===== config.mk =====
export PLATFORM = sky130hd
export DESIGN_NAME = game_tick_scheduler
export DESIGN_NICKNAME = d
export VERILOG_FILES = /design/src/rtl/game_tick_scheduler.sv
export SDC_FILE = /design/constraint.sdc
export NUM_CORES = 1
export LEC_CHECK = 0
export ABC_CLOCK_PERIOD_IN_PS = 5450
export BUFFER_PORTS_ARGS = -buffer_cell sky130_fd_sc_hd__buf_4
export CAP_MARGIN = 20
export CORE_MARGIN = 2
export CORE_UTILIZATION = 35
export DETAILED_ROUTE_END_ITERATION = 8
export GPL_TIMING_DRIVEN = 1
export HOLD_SLACK_MARGIN = 0.1
export PLACE_DENSITY = 0.57
export SYNTH_ARGS = -nofsm -noshare
export SYNTH_HDL_FRONTEND = slang
export SYNTH_SLANG_ARGS = --single-unit

===== constraint.sdc =====
create_clock -name clk_i -period 5.45 [get_ports clk_i]
set_input_delay 0.8175 -clock clk_i [delete_from_list [all_inputs] [get_ports clk_i]]
set_output_delay 0.8175 -clock clk_i [all_outputs]
set_load 0.02 [all_outputs]

===== src/rtl/game_tick_scheduler.sv =====
// Game timing controller: derives the pixel enable, the 1 Hz second tick and the
// level-dependent lane-move tick as one-cycle clock enables, and sequences game
// state (idle/run/pause/over).
// Optional feature: define SCHED_STEP_EN to add a single-step move input used in PAUSE.
module game_tick_scheduler #(
    parameter int unsigned CLK_HZ        = 100_000_000,
    parameter int unsigned PIX_DIV       = 4,
    parameter int unsigned BASE_MOVE_DIV = 50_000_000,
    parameter int unsigned MOVE_STEP     = 5_000_000,
    parameter int unsigned MIN_MOVE_DIV  = 10_000_000,
    parameter int unsigned LEVEL_SECS    = 10,
    parameter int unsigned MAX_LEVEL     = 7
) (
    input  logic       clk_i,
    input  logic       rst_i,
    input  logic       start_i,
    input  logic       pause_i,
    input  logic       crash_i,
`ifdef SCHED_STEP_EN
    input  logic       step_i,
`endif
    output logic       pix_en_o,
    output logic       sec_tick_o,
    output logic       move_tick_o,
    output logic [2:0] level_o,
    output logic [9:0] elapsed_s_o,
    output logic       running_o,
    output logic       game_over_o
);

    typedef enum logic [1:0] {StIdle, StRun, StPause, StOver} state_e;

    state_e      state_q, state_d;
    logic        running_q, running_d;
    logic        game_over_q, game_over_d;
    logic [31:0] pix_cnt_q;
    logic        pix_en_q;
    logic [31:0] sec_cnt_q, sec_cnt_d;
    logic [31:0] move_cnt_q, move_cnt_d;
    logic [31:0] move_div_q, move_div_d;
    logic [31:0] lsec_q, lsec_d;
    logic [2:0]  level_q, level_d;
    logic [9:0]  elapsed_q, elapsed_d;
    logic        sec_tick_q, sec_tick_d;
    logic        move_tick_q, move_tick_d;
    logic        clr, adv, sec_wrap, move_wrap, step_fire;

    // Move period for a level; the reduction is compared before subtracting so a
    // large level never wraps the unsigned result.
    function automatic logic [31:0] move_div_f(input logic [2:0] lvl);
        logic [31:0] red;
        red = 32'(lvl) * MOVE_STEP;
        if (red < BASE_MOVE_DIV && (BASE_MOVE_DIV - red) > MIN_MOVE_DIV) begin
            return BASE_MOVE_DIV - red;
        end
        return MIN_MOVE_DIV;
    endfunction

    // State register plus registered status outputs.
    always_ff @(posedge clk_i) begin
        if (rst_i) begin
            state_q     <= StIdle;
            running_q   <= 1'b0;
            game_over_q <= 1'b0;
        end else begin
            state_q     <= state_d;
            running_q   <= running_d;
            game_over_q <= game_over_d;
        end
    end

    // Next-state logic; priority crash > pause > start where each applies.
    always_comb begin
        state_d = state_q;
        unique case (state_q)
            StIdle:  if (start_i) state_d = StRun;
            StRun: begin
                if (crash_i)      state_d = StOver;
                else if (pause_i) state_d = StPause;
            end
            StPause: begin
                if (crash_i)                 state_d = StOver;
                else if (pause_i || start_i) state_d = StRun;
            end
            StOver:  if (start_i) state_d = StRun;
            default: state_d = StIdle;
        endcase
    end

    // Output/control decode: counter clear, counter advance and strobe requests.
    always_comb begin
        running_d   = (state_d == StRun);
        game_over_d = (state_d == StOver);
        if (state_q == StRun || state_q == StPause) begin
            clr = start_i && !pause_i && !crash_i;
        end else begin
            clr = start_i;
        end
        // Counters only move on a quiet RUN cycle; a wrap under crash is dropped.
        adv       = (state_q == StRun) && !crash_i && !pause_i && !start_i;
        sec_wrap  = adv && (sec_cnt_q == CLK_HZ - 1);
        move_wrap = adv && (move_cnt_q == move_div_q - 32'd1);
`ifdef SCHED_STEP_EN
        step_fire = (state_q == StPause) && step_i && !pause_i && !crash_i && !start_i;
`else
        step_fire = 1'b0;
`endif
        sec_tick_d  = sec_wrap;
        move_tick_d = move_wrap || step_fire;
    end

    // Free-running pixel enable divider, independent of game state.
    always_ff @(posedge clk_i) begin
        if (rst_i) begin
            pix_cnt_q <= '0;
            pix_en_q  <= 1'b0;
        end else begin
            pix_cnt_q <= (pix_cnt_q == PIX_DIV - 1) ? '0 : pix_cnt_q + 32'd1;
            pix_en_q  <= (pix_cnt_q == PIX_DIV - 1);
        end
    end

    // Next values for game counters, level and elapsed time.
    always_comb begin
        sec_cnt_d  = sec_cnt_q;
        move_cnt_d = move_cnt_q;
        move_div_d = move_div_q;
        lsec_d     = lsec_q;
        level_d    = level_q;
        elapsed_d  = elapsed_q;
        if (clr) begin
            sec_cnt_d  = '0;
            move_cnt_d = '0;
            move_div_d = move_div_f(3'd0);
            lsec_d     = '0;
            level_d    = '0;
            elapsed_d  = '0;
        end else if (adv) begin
            sec_cnt_d = sec_wrap ? '0 : sec_cnt_q + 32'd1;
            if (move_wrap) begin
                move_cnt_d = '0;
                // Latch with the level in force now; a same-edge level change
                // applies from the following period.
                move_div_d = move_div_f(level_q);
            end else begin
                move_cnt_d = move_cnt_q + 32'd1;
            end
            if (sec_wrap) begin
                if (elapsed_q != 10'd999) elapsed_d = elapsed_q + 10'd1;
                if (lsec_q == LEVEL_SECS - 1) begin
                    lsec_d = '0;
                    if (level_q != 3'(MAX_LEVEL)) level_d = level_q + 3'd1;
                end else begin
                    lsec_d = lsec_q + 32'd1;
                end
            end
        end
    end

    // Game counter and strobe registers.
    always_ff @(posedge clk_i) begin
        if (rst_i) begin
            sec_cnt_q   <= '0;
            move_cnt_q  <= '0;
            move_div_q  <= move_div_f(3'd0);
            lsec_q      <= '0;
            level_q     <= '0;
            elapsed_q   <= '0;
            sec_tick_q  <= 1'b0;
            move_tick_q <= 1'b0;
        end else begin
            sec_cnt_q   <= sec_cnt_d;
            move_cnt_q  <= move_cnt_d;
            move_div_q  <= move_div_d;
            lsec_q      <= lsec_d;
            level_q     <= level_d;
            elapsed_q   <= elapsed_d;
            sec_tick_q  <= sec_tick_d;
            move_tick_q <= move_tick_d;
        end
    end

    assign pix_en_o    = pix_en_q;
    assign sec_tick_o  = sec_tick_q;
    assign move_tick_o = move_tick_q;
    assign level_o     = level_q;
    assign elapsed_s_o = elapsed_q;
    assign running_o   = running_q;
    assign game_over_o = game_over_q;

endmodule


==> results by group <==
Clock tree
  • Max Root-Sink Buffers: 2
  • Reg clk slew, reported paths: about 0.08 ns
  • Worst skew pair latency: between 0.4 and 0.5 ns
  • TritonCTS clock tree: built
  • Clock sink total: 169
  • Post_cts resized: 0
  • Hold-fix buffers at CTS: 0
  • Root Driver: clkbuf_16
  • Num CTS Buffers: 17
  • Htree depth: 4
  • # Post-CTS Setup Buffers: 0

Place
  • Routability-driven placement congestion ratio: 0.860
  • Post-DP Area: ~9600 um^2
  • Dpl ws: 0.712 ns
  • DP Wirelength: 14600 um
  • PortBufs: 22
  • Placed Cells: between 1000 and 1500

Yosys
  • Synth Flop Type: dfxtp_1
  • Post-synth EDFFs: 0
  • Post-synthesis cell count: 1093
  • Asr flop ratio synth: 0%
  • Post-synthesis sequential area ratio: 37.4%
  • Post-synthesis cell area: between 9000 and 10000 um^2
  • Seq cells post-synth: about 170
  • Mean Syn Cell Area: roughly 8.3 um^2
  • Total number of yosys warnings: 0
  • Syn Nets: ~1100
  • Synth cell types: 73

Critical path
  • Critical path peak fanout: 17
  • Worst setup path category: reg -> reg
  • Slowest stage cell, crit path: dfxtp_1
  • Critical R2R Capture: move_div_q[22]
  • Worst setup path endpoint: move_div_q[22]
  • Data required, critical path: approximately 5.8 ns
  • R2R cell count: 14
  • R2R Setup Slk: between 0.6 and 0.7 ns
  • Crit-path cells: inv_1 > ha_1 > ha_1 > inv_1 > fa_1 > nor4bb_1 > a311o_1 > and3_1 > o2111ai_1 > a311oi_1 > o32ai_1 > a211oi_1 > nor3_2 > a21bo_2
  • CP startpoint kind: flop
  • Crit path DAT: about 5.1 ns
  • Worst setup EP type: flop
  • Delay-heaviest family, CP: compound AO/OA/AOI/OAI gates
  • Critical path depth in cells: 14
  • CP peak stage delay: about 0.73 ns
  • Buf/Inv on CP: 2
  • Critical path launch point: level_o[1]
  • Reg2reg start: level_o[1]

Floorplan
  • Io pins: 23
  • Die width: roughly 160 um
  • Initial Utilization: 35.8%
  • Die Area: between 20000 and 30000 um^2
  • Die height: 165 um
  • FP Rows: 58
  • Core area: between 20000 and 30000 um^2

Timing
  • Setup TNS: 0 ns
  • Final count of pins violating max slew: 0
  • Max Fclk: 210 MHz
  • Worst-Margin Slew: between 0.7 and 0.8 ns
  • Setup Skew: 0.0106 ns
  • Setup slack after layout: between 0.6 and 0.7 ns
  • Min Tclk post-route: ~4.8 ns
  • Final period util: 87.5%
  • RSZ-0062 raised after global routing: no
  • Hold slack: between 0.4 and 0.5 ns
  • Count of final hold-check violations: 0
  • Final setup vio count: 0
  • Slew margin rel.: between 50 and 60%

Final layout
  • Area Overhead vs Synth: 12.3%
  • Share of cells above drive strength 1: around 8.0%
  • Diode count: 0
  • Fillcell total: around 2600
  • NumNets Final: 1140
  • Core Util, Final: 40.2%
  • Cell Count, Final, Fillers Out: between 1000 and 1500
  • Design Area, Final: around 10000 um^2

GRT
  • Initial antenna violation count: 0
  • Grt ovf: 0
  • Pin count of the biggest net entering global routing: 32
  • Total GRT Usage: 15.3%
  • Number of global-route vias before repair: roughly 6900
  • First-pass GRT wire length: approximately 34000 um

Drt
  • Vias post-DR: roughly 7400
  • Residual DRC: 0
  • Drt initial violations: between 300 and 400
  • Detail Route Antenna Nets: 0
  • Drt pass-1 iters: 4
  • Via density: just over 5
  • WL final: 20100 um
  • Average routed wire per standard cell: roughly 14 um

Power
  • Pwr Density: ~260 nW/um^2
  • Total Power: ~2.7 mW
  • Leakage: ~3.6 nW
  • Worst vdd ir: about 0.00019 V

Status
  • Status: finished, final reports clean

Job
  • Max cap viols: 0

Min path
  • Worst Hold Class: reg -> reg
-- layout make-up --
type / instances / area (um^2) / share of cell area, %
clock buffers: 17 / 425 / 4.19
clock inverters: 15 / 164 / 1.61
inverters: 28 / 105 / 1.04
multi-input cells: 866 / 5440 / 53.5
flip-flops and latches: 169 / 3380 / 33.3
well taps: 330 / 413 / 4.07
repair buffers: 30 / 225 / 2.22
-- registers in the layout, indices dropped and copies added (netlist names), 2 cells and up --
register and flops:
elapsed_s_o 10, level_o 3, lsec_q 32, move_cnt_q 32, move_div_q 21, pix_cnt_q 32
sec_cnt_q 32, state_q 2
-- metal layers --
| layer | global-route usage (%) | share of wire [%] |
|---|---|---|
| met3 | 2.94 | 2.5 |
| met2 | 23.5 | 43 |
| met4 | 3.91 | 0.97 |
| met5 | 0 | 0 |
| met1 | 22.0 | 54 |
-- cells in the mapped netlist, types with 3 or more instances --
cell type / number / area share, %
a211oi_1: 5 / 0.42
a21o_1: 3 / 0.25
a21oi_1: 51 / 2.8
a31oi_1: 9 / 0.62
and2_1: 9 / 0.62
and3_1: 32 / 2.2
and4_1: 11 / 1.1
buf_2: 8 / 0.44
clkbuf_1: 20 / 0.83
dfxtp_1: 169 / 37
ha_1: 22 / 3.0
inv_1: 26 / 1.1
mux2i_1: 9 / 1.0
nand2_1: 103 / 4.3
nand2b_1: 5 / 0.35
nand3_1: 44 / 2.4
nand3b_1: 5 / 0.42
nand4_1: 27 / 1.9
nand4b_1: 3 / 0.29
nor2_1: 172 / 7.1
nor2b_1: 9 / 0.62
nor3_1: 18 / 1.0
nor3b_1: 5 / 0.42
nor4_1: 18 / 1.2
nor4_4: 3 / 0.71
nor4b_1: 4 / 0.39
o21a_1: 3 / 0.25
o21ai_0: 41 / 2.3
o21bai_1: 4 / 0.33
o31ai_1: 4 / 0.33
or2_2: 3 / 0.21
or3_1: 26 / 1.8
or3b_2: 3 / 0.29
or4_1: 9 / 0.75
xnor2_1: 61 / 5.9
xor2_1: 97 / 9.4
-- worst min-delay path by stage --
stage / start / slack [ns] / cells after the start / endpoint
6_report: pix_cnt_q[0] / 0.47 / 1 / pix_cnt_q[0]
5_1_grt: pix_cnt_q[0] / 0.50 / 1 / pix_cnt_q[0]
4_1_cts: pix_cnt_q[0] / 0.48 / 1 / pix_cnt_q[0]
3_5_place_dp: pix_cnt_q[0] / 0.46 / 1 / pix_cnt_q[0]
3_3_place_gp: pix_cnt_q[0] / 0.45 / 1 / pix_cnt_q[0]
2_1_floorplan: pix_cnt_q[0] / 0.43 / 1 / pix_cnt_q[0]
-- cell usage in the layout (no fill, tap or decap), types with 11 or more instances in the layout --
cell type	synthesis	layout
buf_4	0	30
dfxtp_1	169	169
xor2_1	97	97
and3_1	32	32
nor2_1	172	172
clkbuf_16	0	17
a21oi_1	51	51
ha_1	22	22
o21ai_0	41	41
inv_1	26	26
or3_1	26	26
nand4_1	27	27
nand3_1	44	44
nor3_1	18	18
and4_1	11	11
xnor2_1	61	61
nand2_1	103	103
nor4_1	18	18
-- power breakdown --
| group | total (mW) | leakage [nW] | internal, mW | switching, mW |
|---|---|---|---|---|
| clock network | 1.21 | 0.293 | 0.623 | 0.588 |
| registers | 1.26 | 1.36 | 1.25 | 0.0118 |
| logic | 0.196 | 1.95 | 0.0603 | 0.135 |
| total | 2.67 | 3.60 | 1.93 | 0.735 |
-- cell families after synthesis --
kind of cell,Yosys count,share of synthesized area [%]
AO/OA/AOI/OAI,152,10.3
buffers and inverters,58,2.52
XOR/XNOR,158,15.3
adder cells (fa/ha/maj),23,3.27
multiplexers,10,1.12
AND/OR/NAND/NOR,523,30.0
flip-flops,169,37.4
Note: power is estimated with default switching activity, not from simulation.
